--- src/rtl/auto_pkg.sv ---
// Shared constants and types for the automorphism ROM read sequencer.
package auto_pkg;

  localparam int DEF_DLEN = 32;
  localparam int DEF_HLEN = 7;

  localparam logic [1:0] LANE_EVEN_A = 2'd0;
  localparam logic [1:0] LANE_EVEN_B = 2'd1;
  localparam logic [1:0] LANE_ODD_A  = 2'd2;
  localparam logic [1:0] LANE_ODD_B  = 2'd3;

  typedef enum logic [1:0] {IDLE, ISSUE, DRAIN} state_t;

  typedef struct packed {
    logic [3:0][DEF_DLEN-1:0] data;
    logic [DEF_HLEN-2:0]      idx;
    logic                     last;
  } beat_t;

endpackage

--- src/rtl/auto_skid_fifo.sv ---
// Two-entry FIFO that absorbs the ROM read latency; the head entry drives the output stream.
module auto_skid_fifo #(
  parameter type entry_t = auto_pkg::beat_t
) (
  input  logic       clk,
  input  logic       rst,
  input  logic       push,
  input  logic       pop,
  input  entry_t     wdata,
  output entry_t     head,
  output logic       full,
  output logic       empty,
  output logic [1:0] count
);

  entry_t mem [2];
  logic   rd_ptr;
  logic   wr_ptr;
  logic   do_push;
  logic   do_pop;

  // A push into a full FIFO is only accepted when the head leaves in the same cycle.
  assign do_pop  = pop && !empty;
  assign do_push = push && (!full || do_pop);
  assign full    = (count == 2'd2);
  assign empty   = (count == 2'd0);
  assign head    = mem[rd_ptr];

  always_ff @(posedge clk or posedge rst) begin
    if (rst) begin
      mem[0] <= '0;
      mem[1] <= '0;
      rd_ptr <= 1'b0;
      wr_ptr <= 1'b0;
      count  <= 2'd0;
    end else begin
      if (do_push) begin
        mem[wr_ptr] <= wdata;
        wr_ptr      <= ~wr_ptr;
      end
      if (do_pop) begin
        rd_ptr <= ~rd_ptr;
      end
      case ({do_push, do_pop})
        2'b10:   count <= count + 2'd1;
        2'b01:   count <= count - 2'd1;
        default: count <= count;
      endcase
    end
  end

endmodule

--- src/rtl/auto_rom_reader.sv ---
// Sweeps the even/odd automorphism ROM banks and streams 4-lane beats downstream,
// issuing reads only when the skid FIFO is guaranteed room for every read in flight.
module auto_rom_reader
  import auto_pkg::*;
#(
  parameter int DLEN = DEF_DLEN,
  parameter int HLEN = DEF_HLEN
) (
  input  logic                      clk,
  input  logic                      rst,
  input  logic                      start,
  output logic                      busy,
  output logic                      done,
  output logic [1:0][HLEN-1:0]      rom_addr_a,
  output logic [1:0][HLEN-1:0]      rom_addr_b,
  input  logic [1:0][DLEN-1:0]      rom_do_a,
  input  logic [1:0][DLEN-1:0]      rom_do_b,
  output logic                      out_valid,
  input  logic                      out_ready,
  output logic [3:0][DLEN-1:0]      out_data,
  output logic [HLEN-2:0]           out_idx,
  output logic                      out_last
);

  localparam int IW = HLEN - 1;
  localparam int NBEATS = 2 ** IW;
  localparam logic [IW-1:0] LAST_IDX = IW'(NBEATS - 1);

  typedef struct packed {
    logic [3:0][DLEN-1:0] data;
    logic [IW-1:0]        idx;
    logic                 last;
  } sweep_beat_t;

  state_t      state;
  logic [IW-1:0] issue_idx;
  logic [IW-1:0] cur_idx;
  logic [IW-1:0] s1_idx;
  logic [IW-1:0] s2_idx;
  logic        s1_valid;
  logic        s2_valid;
  logic        issue_en;
  logic        issue_fire;
  logic        push;
  logic        pop;
  logic        fifo_full;
  logic        fifo_empty;
  logic [1:0]  fifo_count;
  sweep_beat_t push_beat;
  sweep_beat_t head;

  // Beat 0 is issued on the accepting edge, so IDLE always targets index 0.
  always_comb begin
    cur_idx    = (state == IDLE) ? '0 : issue_idx;
    issue_en   = ({1'b0, fifo_count} + {2'b00, s1_valid} + {2'b00, s2_valid})
                 < (3'd2 + {2'b00, pop});
    issue_fire = (state == IDLE) ? start : ((state == ISSUE) && issue_en);
  end

  always_ff @(posedge clk or posedge rst) begin
    if (rst) begin
      state      <= IDLE;
      busy       <= 1'b0;
      done       <= 1'b0;
      issue_idx  <= '0;
      rom_addr_a <= '0;
      rom_addr_b <= '0;
    end else begin
      done <= 1'b0;
      if (issue_fire) begin
        rom_addr_a <= {2{{1'b0, cur_idx}}};
        rom_addr_b <= {2{{1'b1, cur_idx}}};
      end
      unique case (state)
        IDLE: begin
          if (start) begin
            state     <= ISSUE;
            busy      <= 1'b1;
            issue_idx <= IW'(1);
          end
        end
        ISSUE: begin
          if (issue_en) begin
            if (issue_idx == LAST_IDX) state <= DRAIN;
            else                       issue_idx <= issue_idx + IW'(1);
          end
        end
        DRAIN: begin
          if (pop && head.last) begin
            state <= IDLE;
            busy  <= 1'b0;
            done  <= 1'b1;
          end
        end
        default: state <= IDLE;
      endcase
    end
  end

  // Tag pipeline shadowing the address register and the ROM output register.
  always_ff @(posedge clk or posedge rst) begin
    if (rst) begin
      s1_valid <= 1'b0;
      s2_valid <= 1'b0;
      s1_idx   <= '0;
      s2_idx   <= '0;
    end else begin
      s1_valid <= issue_fire;
      if (issue_fire) s1_idx <= cur_idx;
      s2_valid <= s1_valid;
      s2_idx   <= s1_idx;
    end
  end

  always_comb begin
    push_beat                   = '0;
    push_beat.data[LANE_EVEN_A] = rom_do_a[0];
    push_beat.data[LANE_EVEN_B] = rom_do_b[0];
    push_beat.data[LANE_ODD_A]  = rom_do_a[1];
    push_beat.data[LANE_ODD_B]  = rom_do_b[1];
    push_beat.idx               = s2_idx;
    push_beat.last              = (s2_idx == LAST_IDX);
  end

  assign push = s2_valid;
  assign pop  = out_valid && out_ready;

  auto_skid_fifo #(
    .entry_t (sweep_beat_t)
  ) u_fifo (
    .clk   (clk),
    .rst   (rst),
    .push  (push),
    .pop   (pop),
    .wdata (push_beat),
    .head  (head),
    .full  (fifo_full),
    .empty (fifo_empty),
    .count (fifo_count)
  );

  assign out_valid = !fifo_empty;
  assign out_data  = head.data;
  assign out_idx   = head.idx;
  assign out_last  = head.last;

  assert property (@(posedge clk) disable iff (rst) !(push && fifo_full && !pop));

endmodule

--- config.mk ---
export PLATFORM = sky130hd
export DESIGN_NAME = auto_rom_reader
export DESIGN_NICKNAME = d
export VERILOG_FILES = /design/src/rtl/auto_pkg.sv /design/src/rtl/auto_skid_fifo.sv /design/src/rtl/auto_rom_reader.sv
export SDC_FILE = /design/constraint.sdc
export NUM_CORES = 1
export LEC_CHECK = 0
export BUFFER_PORTS_ARGS = -buffer_cell sky130_fd_sc_hd__buf_4
export CORE_ASPECT_RATIO = 0.7
export CORE_UTILIZATION = 59
export DETAILED_ROUTE_END_ITERATION = 8
export HOLD_SLACK_MARGIN = 0.1
export PLACE_DENSITY = 0.87
export SLEW_MARGIN = 30
export SYNTH_ARGS = -nofsm -noshare
export SYNTH_HDL_FRONTEND = slang
export SYNTH_HIERARCHICAL = 1
export SYNTH_SLANG_ARGS = --single-unit
--- constraint.sdc ---
create_clock -name clk -period 21.3 [get_ports clk]
set_input_delay 1.065 -clock clk [delete_from_list [all_inputs] [get_ports clk]]
set_output_delay 1.065 -clock clk [all_outputs]
set_load 0.01 [all_outputs]
==> run_results.csv, run 1 <==
group,metric,value,unit
outcome,status,"finished clean",
clocking,cts_inserted_buffers,28,
worst_setup_path,critPathMaxFanout,71,
clocking,clockRootBuffer,"clkbuf_16",
logic_synthesis,syn_avg_cell_area,15.44,um2
global_routing,grt_use_total,0.2449,
job,cap_violations,0,
worst_setup_path,cp_slowest_cell,"dfrtp_4",
sta,finalSetupViolations,0,
detailed_routing,viasPerCell,5.452,
worst_setup_path,cp-end-kind,"primary output",
worst_setup_path,crit_buf_inv,2,
worst_setup_path,arrival,2.86,ns
placed_design,dp_slack,17.67,ns
sta,post-route-period-util,0.1842,
global_routing,grt_antenna_before_repair,0,
detailed_routing,dr.pass1.iters,6,
sta,drv_slew,0,
sta,fin_tns_setup,0,ns
cells_and_area,area_growth,24.58,%
power,p_leak,7.504,nW
global_routing,grt_pass1_vias,8388,
floorplan,core_area,0.02185,mm2
clocking,cts.sinks,299,
detailed_routing,drc,0,
floorplan,ios,298,
clocking,cts_tree,"yes",
worst_setup_path,path_delay_family,"flip-flops",
worst_setup_path,path_class,"reg -> out",
sta,fin_skew,0.01010,ns
cells_and_area,n_antenna_cell,0,
placed_design,io_buffers,295,
clocking,ctsResizeCount,0,
cells_and_area,drive_above_1_share,0.6690,
clocking,clock_latency,0.53,ns
detailed_routing,drt-wirelength-per-cell,19.42,um
cells_and_area,mostFrequentLayoutCells,"mux2_2 (355), buf_4 (300), dfrtp_1 (298)",
detailed_routing,wl,27.77,mm
worst_setup_path,worstPathRequired,20.24,ns
logic_synthesis,yosys_warnings,6,
sta,maxSlewHeadroom,0.3533,
power,irDropWorstVdd,70.64,uV
detailed_routing,num_vias,7797,
floorplan,rows,45,
logic_synthesis,syn-cell-area,0.01325,mm2
global_routing,grt_overflow,0,
clocking,cts_max_level,1,
clocking,post_cts_buffers,0,
clocking,ctsHoldBuffers,0,
worst_setup_path,critPathMaxStageDelay,1.04,ns
detailed_routing,antenna_left,0,
worst_setup_path,cp-start-kind,"flip-flop",
sta,hold_viol,0,
clocking,clk_pin_slew,0.07,ns
floorplan,die_x,181.1,um
placed_design,hpwl,18.29,mm
sta,tightest_slew,0.9700,ns
clocking,ctsLongestPathBuffers,3,
sta,period_needed,3.924,ns
worst_setup_path,cp_cell_sequence,"buf_6, mux2_2, buf_4",
global_routing,grt_start_max_net_pins,119,
detailed_routing,first_iter_violations,372,
logic_synthesis,synthCells,858,
cells_and_area,final_common_cell,"mux2_2",
global_routing,grt_pass1_wl,45.30,mm
floorplan,die_area,0.02306,mm2
placed_design,gp_congestion,0.8456,
sta,layout_setup_ws,17.38,ns
worst_hold_path,holdCritPathClass,"reg -> reg",
sta,rsz0062_at_grt,"no",
sta,holdWs,0.3809,ns
floorplan,die_h,127.4,um
sta,fmax,254.8,MHz
cells_and_area,num-nets-final,1263,
power,power_density,96.67,mW/mm2
floorplan,initial_utilization,0.6063,
-- final timing paths --
check                                startpoint               to  slack, ns  cells after the start
max in group asynchronous                   rst  u_fifo/mem[174]      19.34                      4
worst min-delay path                   s1_valid             push       0.38                      0
min in group asynchronous                   rst   rom_addr_b[13]       0.60                      2
worst max register to register  u_fifo/count[0]  u_fifo/mem[205]      18.34                      7
worst max-delay path              u_fifo/rd_ptr         out_last      17.38                      3
worst min register to register         s1_valid             push       0.38                      0
-- final cells by class --
type                       instances  area, um2
tap                              282      352.8
inverter                           9      41.29
timing repair buffer             304       2313
clock buffer                      38      829.5
sequential                       299       7486
fill                            1337       5345
multi-input combinational        485       5306
clock inverter                    13      171.4
-- stage by stage --
stage / power, mW / util / std cells / instance area [um2]
finish: 1.595 / 0.7553 / 1430 / 16500
global route: 1.662 / 0.7553 / 1430 / 16500
CTS: 1.610 / 0.7550 / 1430 / 16490
detailed placement: 1.074 / 0.7092 / 1379 / 15490
global placement: 1.066 / 0.7077 / 1378 / 15460
floorplan: 0.8867 / - / 859 / 13250
-- report_power, final --
group	total (mW)	switching (mW)	leakage (nW)	internal (mW)
Sequential	0.650	0.0464	3.58	0.604
Combinational	0.414	0.169	3.42	0.245
Clock	0.531	0.211	0.498	0.321
Total	1.60	0.426	7.50	1.17
-- registers in the layout (all words and copies together), names as in the netlist --
register	count
issue_idx	6
u_fifo/rd_ptr	1
u_fifo/wr_ptr	1
push	1
state	2
rom_addr_b	7
s1_valid	1
u_fifo/mem	270
busy	1
u_fifo/count	2
done	1
s2_idx	6
-- layer usage --
layer	wire, um	share of wire	up-vias	GRT usage
met1	12530	0.45	3934	0.3441
met4	471	0.017	0	0.04935
li1	-	-	3574	-
met2	12920	0.47	247	0.3921
met3	1850	0.067	42	0.05958
met5	0	0	-	0
Power figures use the tool's default switching activity.
==> run 2: changes to the inputs <==
Settings changed: ABC_AREA from default to 1, CORE_UTILIZATION 59 to 55, PLACE_DENSITY 0.87 to 0.81.
Clock period 21.3 ns to 3.8 ns, I/O delays scaled along.
==> run_results.csv, run 2 <==
group,metric,value,unit
logic_synthesis,syn-cell-area,0.01432,mm2
clocking,ctsLongestPathBuffers,3,
sta,rsz0062_at_grt,"no",
sta,period_needed,2.820,ns
floorplan,core_area,0.02510,mm2
job,cap_violations,0,
cells_and_area,largest-register,"u_fifo/mem",
sta,fin_skew,0.02354,ns
cells_and_area,postLayoutCellArea,0.01857,mm2
clocking,post_cts_buffers,0,
detailed_routing,first_iter_violations,1537,
global_routing,grt_antenna_before_repair,0,
clocking,ctsResizeCount,0,
worst_setup_path,cp-startpoint,"u_fifo/count[1]",
worst_setup_path,cp_slowest_cell,"dfrtp_1",
cells_and_area,largest_reg_flops,270,
floorplan,initial_utilization,0.5703,
global_routing,grt_start_max_net_pins,273,
power,p_leak,10.12,nW
worst_setup_path,cp-end-kind,"flip-flop",
global_routing,grt_overflow,0,
detailed_routing,antenna_left,0,
floorplan,ios,298,
worst_hold_path,holdCritPathClass,"in -> async",
floorplan,die_x,194.8,um
power,sw_frac_of_total,0.4470,
power,pwr-share-clk,0.164,
sta,hold_viol,0,
floorplan,die_area,0.02669,mm2
power,internal-power,9.683,mW
worst_setup_path,crit_top_cell,"nand2_1",
sta,finalSetupViolations,0,
detailed_routing,drt-wirelength-per-cell,17.37,um
power,p_seq_frac,0.322,
placed_design,hpwl,22.91,mm
worst_setup_path,crit_buf_inv,3,
worst_setup_path,timing.rr.start,"u_fifo/count[1]",
placed_design,gp_congestion,0.8353,
cells_and_area,reg_top3,"u_fifo/mem: 270 flops, rom_addr_b: 7 flops",
power,p_comb_frac,0.514,
detailed_routing,drc,0,
power,power_density,943.0,mW/mm2
floorplan,die_h,137.0,um
clocking,clockRootBuffer,"clkbuf_16",
detailed_routing,viasPerCell,5.660,
outcome,status,"finished clean",
detailed_routing,wl,42.82,mm
sta,maxSlewHeadroom,0.4604,
worst_setup_path,cp_cell_sequence,"nor2_1, nor2_1, inv_1, nand3_4, buf_12, buf_16, nand2_1, ha_1, or2_2, nand3_1, nand2_1, nand2_1",
clocking,cts.sinks,299,
cells_and_area,num-nets-final,2256,
cells_and_area,area_growth,29.68,%
cells_and_area,mostFrequentLayoutCells,"nand2_1 (987), buf_4 (302), dfrtp_1 (296)",
power,fin_total_pwr,17.51,mW
cells_and_area,drive_above_1_share,0.1766,
clocking,cts_max_level,1,
floorplan,rows,48,
worst_setup_path,cp-start-kind,"flip-flop",
worst_setup_path,r2r_cells,12,
power,irDropWorstVdd,652.2,uV
logic_synthesis,yosys_warnings,6,
detailed_routing,num_vias,13950,
clocking,cts_tree,"yes",
worst_setup_path,path_delay_family,"simple AND/OR/NAND/NOR gates",
worst_setup_path,critPathMaxStageDelay,0.48,ns
clocking,cts_inserted_buffers,29,
worst_setup_path,critPathMaxFanout,148,
sta,tightest_slew,0.8094,ns
sta,drv_slew,0,
sta,post-route-period-util,0.7420,
clocking,ctsHoldBuffers,132,
worst_setup_path,cp.depth,12,
global_routing,grt_use_total,0.3122,
detailed_routing,dr.pass1.iters,5,
placed_design,io_buffers,295,
cells_and_area,final_common_cell,"nand2_1",
cells_and_area,n_antenna_cell,0,
worst_setup_path,path_class,"reg -> reg",
power,switchingPower,7.826,mW
clocking,clk_pin_slew,0.06,ns
clocking,clock_latency,0.55,ns
worst_setup_path,arrival,3.31,ns
global_routing,grt_pass1_wl,67.72,mm
logic_synthesis,syn_avg_cell_area,7.901,um2
worst_setup_path,worstPathRequired,4.29,ns
logic_synthesis,synthCells,1812,
global_routing,grt_pass1_vias,13450,
sta,fmax,354.7,MHz
placed_design,place_area,0.01624,mm2
==> run 2: cell type report <==
type	count	area, um2
clock buffer	45	855.8
clock inverter	6	83.83
fill	1782	6538
multi-input combinational	1318	5811
timing repair buffer	445	3806
tap	325	406.6
inverter	27	110.1
sequential	299	7493
==> run 2: path summary, 6_finish.rpt <==
check                             endpoint  slack [ns]
setup / recovery           u_fifo/count[1]        0.98
hold / removal              u_fifo/mem[30]        0.23
setup reg to reg           u_fifo/count[1]        0.98
hold reg to reg                       push        0.42
max in group asynchronous   u_fifo/mem[17]        2.60
min in group clk                      push        0.42
==> run 2: layer usage <==
layer	vias to the layer above	routed length, um	part of all wire	GRT usage
met2	710	20210	0.47	0.5062
met4	0	1113	0.026	0.09580
met3	102	3702	0.086	0.05298
met5	-	0	0	0
li1	6509	-	-	-
met1	6632	17800	0.42	0.4334
==> run 2: power by group through the flow <==
stage | Sequential (mW) | Clock (mW) | Combinational [mW]
after detailed placement | 5.64 | 0 | 8.65
after floorplan | 5.40 | 0 | 5.72
after global routing | 5.80 | 3.04 | 9.85
after CTS | 5.61 | 2.92 | 8.80
after global placement | 5.57 | 0 | 8.44
final | 5.63 | 2.87 | 9.00
==> run 2: tightest hold or removal path, stage by stage <==
cell and delay, ns:
dlygate4sd3_1 0.54, buf_4 0.15, clkinvlp_4 0.31
==> run 2: stage by stage <==
stage	setup TNS [ns]	utilization	setup WS (ns)	hold slack [ns]	instances
final	0	0.7396	0.9804	0.2272	2465
after global routing	0	0.7396	0.8090	0.2543	2465
after CTS	0	0.7371	1.076	0.2133	2463
after detailed placement	0	0.6470	1.085	0.2454	2280
after global placement	0	0.6470	1.153	0.2427	2280
after floorplan	-3.669	-	-0.01339	0.2173	1813
